## src/rtl/bcd_countdown_timer_pkg.sv

```systemverilog
// Shared definitions for the mm:ss BCD countdown timer: FSM states, digit limits and preset clamping.
package bcd_countdown_timer_pkg;
    localparam int BCD_W = 4;
    localparam logic [BCD_W-1:0] MAX_TENS  = 4'd5;
    localparam logic [BCD_W-1:0] MAX_UNITS = 4'd9;

    typedef enum logic [1:0] {
        S_IDLE    = 2'd0,
        S_RUN     = 2'd1,
        S_PAUSE   = 2'd2,
        S_EXPIRED = 2'd3
    } state_t;

    // Out-of-range BCD preset digits saturate to the digit's maximum.
    function automatic logic [BCD_W-1:0] clamp_digit(input logic [BCD_W-1:0] d,
                                                     input logic [BCD_W-1:0] mx);
        return (d > mx) ? mx : d;
    endfunction
endpackage

```

## src/rtl/bcd_down_digit.sv

```systemverilog
// One BCD down-counting digit with load and borrow-out; wraps 0 -> MAX on decrement.
module bcd_down_digit
    import bcd_countdown_timer_pkg::*;
#(
    parameter logic [BCD_W-1:0] MAX = MAX_UNITS
) (
    input  logic             CP,
    input  logic             CR,
    input  logic             ld,
    input  logic [BCD_W-1:0] ld_val,
    input  logic             dec,
    output logic [BCD_W-1:0] q,
    output logic             bout
);
    always_ff @(posedge CP) begin
        if (CR)
            q <= '0;
        else if (ld)
            q <= ld_val;
        else if (dec)
            q <= (q == '0) ? MAX : q - 1'b1;
    end

    assign bout = (q == '0) && dec;
endmodule

```

## src/rtl/bcd_countdown_timer.sv

```systemverilog
// Presettable mm:ss BCD countdown timer; FSM, prescaler and clamping live here, digits in bcd_down_digit.
// Optional build macro COUNTDOWN_AUTO_RELOAD_EN: reload the last preset on reaching 00:00 and keep running.
module bcd_countdown_timer
    import bcd_countdown_timer_pkg::*;
#(
    parameter int TICK_DIV = 50_000_000,
    parameter int PRE_W    = 26
) (
    input  logic       CP,
    input  logic       CR,
    input  logic       EN,
    input  logic       Load,
    input  logic [7:0] LdMin,
    input  logic [7:0] LdSec,
    output logic [3:0] MinH,
    output logic [3:0] MinL,
    output logic [3:0] SecH,
    output logic [3:0] SecL,
    output logic       Running,
    output logic       Done,
    output logic       Expired
);
    localparam logic [PRE_W-1:0] PRE_LAST = PRE_W'(TICK_DIV - 1);

    state_t      state, state_nxt;
    logic [PRE_W-1:0] pre;
    logic [15:0] preset, ld_word;
    logic        tick, zero, at_one, hit_zero, reload, ld_any;
    logic        b_sl, b_sh, b_ml, b_mh;

    assign preset = {clamp_digit(LdMin[7:4], MAX_TENS), clamp_digit(LdMin[3:0], MAX_UNITS),
                     clamp_digit(LdSec[7:4], MAX_TENS), clamp_digit(LdSec[3:0], MAX_UNITS)};
    assign zero   = ({MinH, MinL, SecH, SecL} == 16'h0000);
    assign at_one = ({MinH, MinL, SecH, SecL} == 16'h0001);
    assign tick   = (state == S_RUN) && EN && (pre == PRE_LAST) && !Load && !reload;
    // A borrow out of the top digit could only mean the count was already 00:00.
    assign hit_zero = tick && (at_one || b_mh);

`ifdef COUNTDOWN_AUTO_RELOAD_EN
    localparam bit AUTO_RELOAD = 1'b1;
    logic [15:0] shadow;

    always_ff @(posedge CP) begin
        if (CR)
            shadow <= '0;
        else if (Load)
            shadow <= preset;
    end

    // Reload happens on the edge after 00:00 is shown, so Done and 00:00 are visible together.
    assign reload  = (state == S_RUN) && zero && !Load;
    assign ld_word = Load ? preset : shadow;
`else
    localparam bit AUTO_RELOAD = 1'b0;
    assign reload  = 1'b0;
    assign ld_word = preset;
`endif

    assign ld_any = Load || reload;

    bcd_down_digit #(.MAX(MAX_UNITS)) u_sec_l (.CP(CP), .CR(CR), .ld(ld_any), .ld_val(ld_word[3:0]),
                                               .dec(tick), .q(SecL), .bout(b_sl));
    bcd_down_digit #(.MAX(MAX_TENS))  u_sec_h (.CP(CP), .CR(CR), .ld(ld_any), .ld_val(ld_word[7:4]),
                                               .dec(b_sl), .q(SecH), .bout(b_sh));
    bcd_down_digit #(.MAX(MAX_UNITS)) u_min_l (.CP(CP), .CR(CR), .ld(ld_any), .ld_val(ld_word[11:8]),
                                               .dec(b_sh), .q(MinL), .bout(b_ml));
    bcd_down_digit #(.MAX(MAX_TENS))  u_min_h (.CP(CP), .CR(CR), .ld(ld_any), .ld_val(ld_word[15:12]),
                                               .dec(b_ml), .q(MinH), .bout(b_mh));

    always_ff @(posedge CP) begin
        if (CR)
            state <= S_IDLE;
        else
            state <= state_nxt;
    end

    always_comb begin
        state_nxt = state;
        if (Load) begin
            state_nxt = S_IDLE;
        end else begin
            case (state)
                S_IDLE:    if (EN && !zero) state_nxt = S_RUN;
                S_RUN: begin
                    if (!EN)
                        state_nxt = S_PAUSE;
                    else if (hit_zero && !AUTO_RELOAD)
                        state_nxt = S_EXPIRED;
                end
                S_PAUSE:   if (EN) state_nxt = S_RUN;
                S_EXPIRED: state_nxt = S_EXPIRED;
                default:   state_nxt = S_IDLE;
            endcase
        end
    end

    always_comb begin
        Running = (state == S_RUN);
        Expired = (state == S_EXPIRED);
    end

    // Prescaler only advances while actually running; a pause keeps its phase.
    always_ff @(posedge CP) begin
        if (CR || ld_any)
            pre <= '0;
        else if (state == S_IDLE && state_nxt == S_RUN)
            pre <= '0;
        else if (state == S_RUN && EN)
            pre <= tick ? '0 : pre + 1'b1;
    end

    always_ff @(posedge CP) begin
        if (CR || Load)
            Done <= 1'b0;
        else
            Done <= hit_zero;
    end
endmodule

```

## config.mk

```make
export PLATFORM = sky130hd
export DESIGN_NAME = bcd_countdown_timer
export DESIGN_NICKNAME = d
export VERILOG_FILES = /design/src/rtl/bcd_countdown_timer_pkg.sv /design/src/rtl/bcd_down_digit.sv /design/src/rtl/bcd_countdown_timer.sv
export SDC_FILE = /design/constraint.sdc
export NUM_CORES = 1
export LEC_CHECK = 0
export BUFFER_PORTS_ARGS = -buffer_cell sky130_fd_sc_hd__buf_2
export CORE_ASPECT_RATIO = 0.5
export CORE_UTILIZATION = 45
export DETAILED_ROUTE_END_ITERATION = 6
export PLACE_DENSITY = 0.8
export RECOVER_POWER = 100
export SYNTH_ARGS = -nofsm -noshare
export SYNTH_HDL_FRONTEND = slang
export SYNTH_SLANG_ARGS = --single-unit
```

## constraint.sdc

```tcl
create_clock -name CP -period 2 [get_ports CP]
set_clock_uncertainty 0.2 [all_clocks]
set_input_delay 0.4 -clock CP [delete_from_list [all_inputs] [get_ports CP]]
set_output_delay 0.4 -clock CP [all_outputs]
set_load 0.01 [all_outputs]
```

==> impl_results.rst, run 1 <==
.. list-table::
   :header-rows: 1

   * - Metric
     - Value
   * - Run status
     - finished with violations
   * - Failing checks
     - setup timing
   * - Post-placement worst setup slack
     - -0.1963 ns
   * - RSZ-0062 raised after global routing
     - yes
   * - Number of filler cells placed in the layout
     - 352
   * - Total standard cell area after synthesis
     - 2342 um2
   * - Post-synth EDFFs
     - 0
   * - Final period utilization
     - 111.3%
   * - Cell at the root of the clock tree
     - clkbuf_8
   * - Final hold violation count
     - 0
   * - Fmax
     - 449.1 MHz
   * - Area of the core
     - 4955 um2
   * - Setup slack after layout
     - -0.2265 ns
   * - Sequential fraction of the synthesis area
     - 38.46%
   * - Worst slew margin
     - 62.49%
   * - Number of clock sinks
     - 45
   * - Die extent in y
     - 53.02 um
   * - Max-capacitance violation count
     - 0
   * - Arrival time reported for the critical path endpoint
     - 2.22 ns
   * - Clock tree from TritonCTS
     - done
   * - Count of nets left with antenna violations after detail routing
     - 0
   * - Overall via count from detail_route
     - 2813
   * - Post-synth top flop
     - dfxtp_1
   * - Drt total wl
     - 8.219 mm
   * - Clock transition time at the flip-flop clock pins of the worst setup and hold paths
     - 0.09 ns
   * - Wire length of the first global-routing pass
     - 11.21 mm
   * - Post-synthesis area per instance
     - 8.218 um2
   * - Gate count of the mapped netlist
     - 285
   * - Total of flip-flops plus latches after synthesis
     - 45
   * - Type of origin of the critical path
     - flip-flop
   * - Count of yosys warnings during synthesis
     - 0
   * - Type of the most critical hold path
     - input pin to flip-flop
   * - Area enclosed by the die boundary
     - 5515 um2
   * - Worst-path cell chain
     - or4_4 -> nor4_4 -> buf_4 -> nand4b_1 -> mux2_2 -> a32o_1
   * - P per Cell Area
     - 514.0 nW/um2
   * - Data required time at the worst endpoint
     - 1.99 ns
   * - Final core occ
     - 70.76%
   * - Synthesis-to-layout area growth
     - 49.68%
   * - Share of final-layout standard cells stronger than drive strength 1
     - 39.80%
   * - Effective utilization at floorplan
     - 47.27%
   * - Post-layout minimum cycle time
     - 2.226 ns
   * - Half-perimeter wire length after placement
     - 4.909 mm
   * - Maximum resistive drop on vdd
     - 0.0003189 V
   * - Via count of the first global-routing pass
     - 2495
   * - Static leakage
     - 1.335 nW
   * - Pins over their slew limit
     - 0
   * - Iteration-0 DRC Markers
     - 182
   * - Number of remaining DRC errors
     - 0
   * - Number of port buffers
     - 38
   * - Cts bufs inserted
     - 5
   * - Cell with the largest stage delay on the worst path
     - or4_4
   * - Total global-route track usage
     - 26.27%
   * - Most common cell after layout, fill and taps aside
     - buf_4
   * - Aggregate global routing overflow
     - 0
   * - Largest fanout of any net on the critical path
     - 6
   * - Final setup vio count
     - 42
   * - Total buffers and inverters traversed by the critical path
     - 1
   * - Largest stage delay, worst path
     - 0.54 ns
   * - Capturing element type of the critical path
     - flip-flop
   * - Last weighted congestion value of the routability-driven placer
     - 0.8894
   * - Placed cell area
     - 3072 um2
   * - Post-synthesis cell type count
     - 53
   * - Count of nets after finishing
     - 417
   * - Transition time at the pin with the least slew margin
     - 0.5484 ns
   * - Initial antenna violation count
     - 0
   * - I/O pin total
     - 39
   * - Routed length per instance
     - 17.60 um
   * - Die extent in x
     - 104.0 um
   * - Insertion delay to the later sink of the worst-skew pair
     - 0.31 ns
   * - Ys async rst share
     - 0%
   * - Critical path start-end classification
     - flip-flop to flip-flop
   * - Site Rows
     - 18
   * - Number of vias per cell after detailed routing
     - 6.024
   * - Leading cell types in the layout, fill and taps excluded
     - buf_4, dfxtp_1, buf_2, nor2_1, nand2_1
   * - # H-tree levels
     - 2
   * - First-pass DRT Iterations
     - 5
   * - Buffers from clock root to sink, at most
     - 2
   * - Finished Cell Area
     - 3506 um2
   * - Pin count of the biggest net entering global routing
     - 16
   * - Worst path top cell family by delay
     - simple AND/OR/NAND/NOR gates
   * - Antenna diodes
     - 0
   * - Total negative slack
     - -4.690 ns
   * - Syn_nets
     - 306
per-layer routing:
| metal | GRT usage, % | wire length (um) |
|---|---|---|
| met2 | 50.00 | 3962 |
| met3 | 5.665 | 577 |
| met4 | 10.24 | 479 |
| met1 | 29.74 | 3200 |
| met5 | 0 | 0 |
stage by stage:
stage,cells,power [W],hold slack [ns]
after global routing,467,0.001849,0.2089
after global placement,449,0.001176,0.2662
after detailed placement,449,0.001184,0.2800
after CTS,466,0.001755,0.1559
after floorplan,285,0.001067,0.2505
final,467,0.001802,0.2178
what timing repair did:
action / in CTS / in global routing
resized for setup: 31 / 40
hold buffers: 0 / 0
hold endpoints to repair: 0 / 0
pin swaps: 19 / 23
gates cloned: 3 / 0
endpoints found under the setup margin: 41 / 43
setup buffers: 6 / 2
worst min-delay path, cell delays in order:
cell and delay [ns]:
buf_2 0.12, nor2_1 0.10, a311oi_1 0.06
final timing paths:
kind	startpoint	end	slack (ns)	cells after the start
max	pre[18]	u_sec_l.q[1]	-0.23	6
min	LdSec[3]	u_sec_l.q[3]	0.22	3
max reg2reg	pre[18]	u_sec_l.q[1]	-0.23	6
min reg2reg	pre[1]	pre[1]	0.30	2
flip-flops by register name, indices dropped and copies added (netlist names):
signal and cells:
pre 26, u_min_h.q 4, u_min_l.q 4, u_sec_l.q 4, Done 1, state 2
u_sec_h.q 4
cell families (layout without fill, tap and decap cells):
| group | Yosys count | in the layout | share of synthesized area [%] |
|---|---|---|---|
| buffers and inverters | 14 | 126 | 2.618 |
| muxes | 1 | 1 | 0.4807 |
| and+or+nand+nor | 149 | 149 | 34.88 |
| xor gates and xnor gates | 22 | 22 | 8.226 |
| DFF | 45 | 45 | 38.46 |
| adders and majority gates | 1 | 1 | 0.5341 |
| AOI/OAI and AO/OA | 53 | 53 | 14.80 |
report_power, final:
group          internal [W]  switching [W]
sequential         0.000915      0.0000308
clock              0.000243       0.000320
combinational      0.000137       0.000156
total               0.00129       0.000507
cell type report:
type | count | area, um2 | area share [%]
timing repair buffer | 113 | 787.0 | 22.45
multi-input combinational | 226 | 1627 | 46.40
clock buffer | 6 | 72.57 | 2.070
tap | 70 | 87.58 | 2.498
inverter | 5 | 18.77 | 0.5353
clock inverter | 2 | 10.01 | 0.2855
sequential | 45 | 903.4 | 25.77
cell usage after synthesis (2+ instances only):
cell / number / area share, %
dfxtp_1: 45 / 38
nor2_1: 40 / 6.4
nand2_1: 23 / 3.7
xor2_1: 16 / 6.0
a21oi_1: 14 / 3.0
nand4_1: 14 / 3.7
o21ai_0: 14 / 3.0
nor3_1: 13 / 2.8
nand3_1: 11 / 2.4
clkbuf_1: 7 / 1.1
xnor2_1: 6 / 2.2
and2_1: 5 / 1.3
inv_1: 5 / 0.80
nand2b_1: 5 / 1.3
nor4_1: 5 / 1.3
o31a_1: 5 / 1.9
or3_1: 5 / 1.3
or4_1: 4 / 1.3
and4_1: 3 / 1.1
nand4b_1: 3 / 1.1
o31ai_1: 3 / 0.96
a311oi_1: 2 / 0.75
and3_1: 2 / 0.53
and3b_1: 2 / 0.75
nor2b_1: 2 / 0.53
nor3b_1: 2 / 0.64
o21a_1: 2 / 0.64
or2_2: 2 / 0.53
Note: power is estimated with default switching activity, not from simulation.
==> run 2: changes to the inputs <==
--- a/config.mk
+++ b/config.mk
@@ -11,6 +11,7 @@
 export DETAILED_ROUTE_END_ITERATION = 6
 export PLACE_DENSITY = 0.8
 export RECOVER_POWER = 100
+export SETUP_SLACK_MARGIN = 0.4
 export SYNTH_ARGS = -nofsm -noshare
 export SYNTH_HDL_FRONTEND = slang
 export SYNTH_SLANG_ARGS = --single-unit
==> run 2 against run 1 <==
  * The run ends with DRC, setup timing left
  * Critical path depth unchanged
  * Combinational power increased by 1%
  * Non-clock buffer count increased by 1
  * Count of clock-buffer cells in the layout increased by 1
  * Hold slack lost 0.060 ns
  * Sequential cell count is the same
  * Final area grew 0.82%
  * Sequential power decreased by 0.5%
  * Highest routed layer unchanged
==> impl_results.rst, run 2 (same netlist as run 1, synthesis figures left out) <==
.. list-table::
   :header-rows: 1

   * - Metric
     - Value
   * - Clock transition time at the flip-flop clock pins of the worst setup and hold paths
     - 0.09 ns
   * - Drt total wl
     - 8.578 mm
   * - Capturing element type of the critical path
     - flip-flop
   * - Die extent in x
     - 104.0 um
   * - Reg-to-reg slack, setup
     - -0.32 ns
   * - Initial antenna violation count
     - 0
   * - P per Cell Area
     - 531.4 nW/um2
   * - Relative contribution of sequential cells to total power
     - 50.1%
   * - Type of origin of the critical path
     - flip-flop
   * - Cell with the largest stage delay on the worst path
     - or4_4
   * - Post-placement worst setup slack
     - -0.1932 ns
   * - Maximum resistive drop on vdd
     - 0.0002796 V
   * - Final period utilization
     - 115.8%
   * - Pins over their slew limit
     - 0
   * - First-pass DRT Iterations
     - 7
   * - Transition time at the pin with the least slew margin
     - 0.5626 ns
   * - Most common cell after layout, fill and taps aside
     - buf_4
   * - RSZ-0062 raised after global routing
     - yes
   * - Last weighted congestion value of the routability-driven placer
     - 0.8811
   * - Cts bufs inserted
     - 5
   * - Clock tree from TritonCTS
     - done
   * - Worst path top cell family by delay
     - simple AND/OR/NAND/NOR gates
   * - Failing checks
     - DRC, setup timing
   * - CTS hold repair buffers
     - 0
   * - Share of final-layout standard cells stronger than drive strength 1
     - 43.97%
   * - Largest fanout of any net on the critical path
     - 6
   * - Largest reg by FF count
     - pre
   * - Internal power consumption
     - 0.001372 W
   * - Overall via count from detail_route
     - 2838
   * - Routed length per instance
     - 18.33 um
   * - Final hold violation count
     - 0
   * - Count of nets left with antenna violations after detail routing
     - 0
   * - Arrival time reported for the critical path endpoint
     - 2.32 ns
   * - Iteration-0 DRC Markers
     - 252
   * - Total buffers and inverters traversed by the critical path
     - 1
   * - Buffers from clock root to sink, at most
     - 2
   * - Logic pwr share
     - 15.8%
   * - Area enclosed by the die boundary
     - 5515 um2
   * - Final core occ
     - 71.34%
   * - Number of remaining DRC errors
     - 1
   * - Fmax
     - 431.9 MHz
   * - Half-perimeter wire length after placement
     - 4.915 mm
   * - Post-layout minimum cycle time
     - 2.315 ns
   * - Aggregate global routing overflow
     - 0
   * - Via count of the first global-routing pass
     - 2413
   * - Share of total power in the clock network
     - 34.1%
   * - Net switching power of the design
     - 0.0005062 W
   * - Number of vias per cell after detailed routing
     - 6.064
   * - Count of nets after finishing
     - 418
   * - Power, Total
     - 0.001878 W
   * - Worst-path cell chain
     - or4_4 -> nor4_4 -> buf_4 -> nand4b_1 -> mux2_2 -> a32o_1
   * - Number of port buffers
     - 38
   * - Area of the core
     - 4955 um2
   * - Setup slack after layout
     - -0.3152 ns
   * - Leading cell types in the layout, fill and taps excluded
     - buf_4, dfxtp_1, buf_2, nand2_1, nor2_1
   * - Total global-route track usage
     - 25.36%
   * - Insertion delay to the later sink of the worst-skew pair
     - 0.31 ns
   * - I/O pin total
     - 39
   * - Max-capacitance violation count
     - 0
   * - Effective utilization at floorplan
     - 47.27%
   * - Number of placed instances with taps included
     - 453
   * - Worst slew margin
     - 61.53%
   * - Largest stage delay, worst path
     - 0.54 ns
   * - Final setup vio count
     - 43
   * - Number of clock sinks
     - 45
   * - Static leakage
     - 1.403 nW
   * - Data required time at the worst endpoint
     - 2.01 ns
   * - Worst-case hold slack
     - 0.1583 ns
   * - Synthesis-to-layout area growth
     - 50.91%
   * - Site Rows
     - 18
   * - Antenna diodes
     - 0
   * - Critical path start-end classification
     - flip-flop to flip-flop
   * - # H-tree levels
     - 2
   * - Die extent in y
     - 53.02 um
   * - Final instance count without filler cells
     - 468
   * - Cell at the root of the clock tree
     - clkbuf_8
   * - Pin count of the biggest net entering global routing
     - 24
   * - Run status
     - finished with violations
   * - Wire length of the first global-routing pass
     - 10.91 mm
   * - Type of the most critical hold path
     - input pin to flip-flop
   * - Largest register FFs
     - 26
   * - Switching Fraction
     - 26.95%
==> run 2: layout make-up <==
class	instances	area [um2]
clock inverter	1	5.005
fill	313	1420
tap	70	87.58
multi-input combinational	226	1553
timing repair buffer	114	862.1
inverter	5	18.77
clock buffer	7	96.34
sequential	45	912.1
==> run 2: worst paths after layout <==
kind	endpoint	startpoint	cells after the start
worst max-delay path	u_sec_l.q[1]	pre[18]	6
worst min-delay path	u_min_h.q[1]	LdMin[5]	3
worst max register to register	u_sec_l.q[1]	pre[18]	6
worst min register to register	u_min_h.q[3]	u_min_h.q[3]	2
==> run 2: worst register-to-register path, delay by kind of cell (launching register included) <==
| family | cells | cell delay (ns) |
|---|---|---|
| buffers and inverters | 1 | 0.20 |
| multiplexers | 1 | 0.33 |
| flip-flops | 1 | 0.33 |
| AND/OR/NAND/NOR | 3 | 0.96 |
| AO/OA/AOI/OAI | 1 | 0.20 |
==> run 2: stage by stage <==
stage	setup TNS, ns	cell area (um2)
floorplan	-1.206	2407
global placement	-3.553	3147
detailed placement	-4.729	3147
CTS	-5.455	3339
global route	-11.77	3535
finish	-10.33	3535
==> run 2: layer usage <==
metal	part of all wire [%]	track usage (%)
met1	41	29.95
met2	48	47.67
met3	7.5	4.310
met4	3.3	9.524
met5	0	0
==> run 2: power by group through the flow <==
stage	logic [W]	clock network, W	registers (W)
2_1_floorplan	0.000107	0	0.000970
6_report	0.000297	0.000640	0.000941
3_5_place_dp	0.000235	0	0.000957
3_3_place_gp	0.000229	0	0.000955
4_1_cts	0.000254	0.000626	0.000938
5_1_grt	0.000313	0.000673	0.000943
==> run 2: repair_timing <==
item | CTS | global route
endpoints found under the setup margin | 48 | 51
setup buffers | 1 | 3
pin swaps | 5 | 5
gates cloned | 0 | 3
resized for setup | 20 | 37
==> run 3: changes to the inputs <==
--- a/config.mk
+++ b/config.mk
@@ -7,10 +7,11 @@
 export LEC_CHECK = 0
 export BUFFER_PORTS_ARGS = -buffer_cell sky130_fd_sc_hd__buf_2
 export CORE_ASPECT_RATIO = 0.5
-export CORE_UTILIZATION = 45
+export CORE_UTILIZATION = 56
 export DETAILED_ROUTE_END_ITERATION = 6
-export PLACE_DENSITY = 0.8
+export PLACE_DENSITY = 0.9
 export RECOVER_POWER = 100
+export REMOVE_ABC_BUFFERS = 1
 export SETUP_SLACK_MARGIN = 0.4
 export SYNTH_ARGS = -nofsm -noshare
 export SYNTH_HDL_FRONTEND = slang
==> constraint.sdc (replaced) <==
create_clock -name CP -period 2.28 [get_ports CP]
set_clock_uncertainty 0.2 [all_clocks]
set_input_delay 0.456 -clock CP [delete_from_list [all_inputs] [get_ports CP]]
set_output_delay 0.456 -clock CP [all_outputs]
set_load 0.01 [all_outputs]
==> run 3 against run 2 <==
  * First-iteration DRC count grew to 2.9 times the previous value
  * Count of clock-buffer cells in the layout down 1
  * Critical endpoint is now u_sec_l.q[2]
  * Via count is 11% higher
  * The run still ends with DRC, setup timing left
  * Largest cell class unchanged
  * Setup slack got worse by 0.19 ns
  * Register-to-register slack got worse by 0.19 ns
  * Final cell count down 12%
  * Total power down 9.5%
  * Core utilization rose by 14 points
==> impl_results.rst, run 3 (same netlist as run 1, synthesis figures left out) <==
.. list-table::
   :header-rows: 1

   * - Metric
     - Value
   * - Effective utilization at floorplan
     - 59.09%
   * - Global routing usage on met1
     - 36.22%
   * - Clock transition time at the flip-flop clock pins of the worst setup and hold paths
     - 0.11 ns
   * - Site Rows
     - 16
   * - Count of cells along the worst register-to-register path
     - 6
   * - Number of filler cells placed in the layout
     - 144
   * - Run status
     - finished with violations
   * - Buffers from clock root to sink, at most
     - 2
   * - Number of clock sinks
     - 45
   * - Synthesis-to-layout area growth
     - 44.87%
   * - Pins over their slew limit
     - 0
   * - Iteration-0 DRC Markers
     - 724
   * - Data required time at the worst endpoint
     - 2.24 ns
   * - Hold endpoint
     - u_min_h.q[1]
   * - Via count of the first global-routing pass
     - 2469
   * - Type of the most critical hold path
     - input pin to flip-flop
   * - Area of the core
     - 3964 um2
   * - Transition time at the pin with the least slew margin
     - 0.7893 ns
   * - Largest fanout of any net on the critical path
     - 8
   * - Capturing element type of the critical path
     - flip-flop
   * - GRT Max-Usage Layer
     - met2
   * - Final hold violation count
     - 0
   * - Final instance count without filler cells
     - 413
   * - Number of cells on the worst hold path
     - 3
   * - First-pass DRT Iterations
     - 7
   * - Worst-path cell chain
     - or4_4 -> nor4_4 -> buf_4 -> nand3_4 -> buf_4 -> o31ai_1
   * - Maximum resistive drop on vdd
     - 0.0003068 V
   * - Source of the worst hold timing path
     - LdMin[5]
   * - Number of remaining DRC errors
     - 47
   * - Number of port buffers
     - 38
   * - Largest reg by FF count
     - pre
   * - Initial antenna violation count
     - 1
   * - Antenna diodes
     - 0
   * - Cell at the root of the clock tree
     - clkbuf_8
   * - Number of placed instances with taps included
     - 389
   * - Count of nets after finishing
     - 379
   * - Pin count of the biggest net entering global routing
     - 24
   * - Last weighted congestion value of the routability-driven placer
     - 0.9021
   * - Crit Reg-Reg Endpoint
     - u_sec_l.q[2]
   * - Share of final-layout standard cells stronger than drive strength 1
     - 42.34%
   * - Critical path start-end classification
     - flip-flop to flip-flop
   * - Reg-to-reg slack, setup
     - -0.51 ns
   * - Cell with the largest stage delay on the worst path
     - o31ai_1
   * - Final setup vio count
     - 38
   * - Clock tree from TritonCTS
     - done
   * - Leading cell types in the layout, fill and taps excluded
     - buf_2, dfxtp_1, buf_4, nor2_1, nand2_1
   * - Die extent in y
     - 47.73 um
   * - Setup slack after layout
     - -0.5056 ns
   * - Start of the worst register-to-register path
     - pre[18]
   * - I/O pin total
     - 39
   * - Post-layout minimum cycle time
     - 2.786 ns
   * - Largest register FFs
     - 26
   * - Worst slew margin
     - 46.93%
   * - Fmax
     - 359.0 MHz
   * - Finished Cell Area
     - 3393 um2
   * - RSZ-0062 raised after global routing
     - yes
   * - Largest stage delay, worst path
     - 0.69 ns
   * - Die extent in x
     - 93.46 um
   * - Area enclosed by the die boundary
     - 4461 um2
   * - Arrival time reported for the critical path endpoint
     - 2.74 ns
   * - Cts bufs inserted
     - 5
   * - Number of vias per cell after detailed routing
     - 7.603
   * - Final period utilization
     - 122.2%
   * - Total negative slack
     - -3.394 ns
   * - Failing checks
     - DRC, setup timing
   * - Most common cell after layout, fill and taps aside
     - buf_2
   * - Placed cell area
     - 2728 um2
   * - Total global-route track usage
     - 34.92%
   * - Half-perimeter wire length after placement
     - 4.309 mm
   * - Count of nets left with antenna violations after detail routing
     - 0
   * - Most frequent CP cell
     - buf_4
   * - P per Cell Area
     - 501.0 nW/um2
   * - Insertion delay to the later sink of the worst-skew pair
     - 0.34 ns
   * - Final core occ
     - 85.61%
   * - Met3 capacity usage during global routing
     - 10.48%
   * - Routed length per instance
     - 26.15 um
   * - Wire length of the first global-routing pass
     - 11.56 mm
   * - Met2 track demand over resource
     - 65.29%
   * - # H-tree levels
     - 2
   * - Aggregate global routing overflow
     - 0
   * - Type of origin of the critical path
     - flip-flop
   * - Static leakage
     - 1.241 nW
   * - Max-capacitance violation count
     - 0
   * - Drt total wl
     - 10.80 mm
   * - Worst-case hold slack
     - 0.1862 ns
   * - Overall via count from detail_route
     - 3140
[run 3: worst max-delay path by stage]
stage / end / slack (ns) / start / cells past startpoint
final: u_sec_l.q[2] / -0.51 / pre[18] / 6
after global routing: u_sec_l.q[2] / -0.59 / pre[18] / 6
after CTS: state[1] / -0.01 / pre[18] / 6
after detailed placement: u_min_l.q[2] / 0.02 / pre[18] / 6
after global placement: state[1] / 0.11 / EN / 6
after floorplan: pre[17] / -0.02 / u_sec_l.q[1] / 5
[run 3: metal layers]
layer,wire length [um],part of all wire (%)
met5,17,0.16
met2,4417,41
met3,1655,15
met1,3630,34
met4,1079,10
[run 3: what timing repair did]
item | 4_1_cts | 5_1_grt
cloned | 0 | 3
gates resized for setup | 40 | 60
pin swaps | 24 | 30
setup buffers | 6 | 7
endpoints found under the setup margin | 45 | 46
hold buffers | 0 | 0
[run 3: final cells by class]
cell class | count | area, um2 | share of cell area (%)
clock inverter | 2 | 13.76 | 0.4056
sequential | 45 | 914.6 | 26.95
multi-input combinational | 226 | 1754 | 51.70
clock buffer | 6 | 82.58 | 2.434
timing repair buffer | 75 | 541.8 | 15.97
tap | 54 | 67.56 | 1.991
inverter | 5 | 18.77 | 0.5531
[run 3: worst max-delay path, delay by kind of cell, from the launching register on]
| kind | cells | cell delay (ns) |
|---|---|---|
| flops | 1 | 0.33 |
| compound gates | 1 | 0.69 |
| simple gates | 3 | 0.99 |
| buf+inv | 2 | 0.40 |
[run 3: report_power, final]
part	switching [W]	total [W]	internal, W
combinational	0.000156	0.000270	0.000114
sequential	0.0000406	0.000844	0.000804
clock	0.000338	0.000585	0.000247
total	0.000535	0.00170	0.00116
[run 3: metrics by stage]
step	setup slack (ns)	total power [W]
after floorplan	-0.01994	0.0009266
after global placement	0.1055	0.001002
final	-0.5056	0.001700
after CTS	-0.01074	0.001548
after global routing	-0.5919	0.001738
after detailed placement	0.01510	0.001009
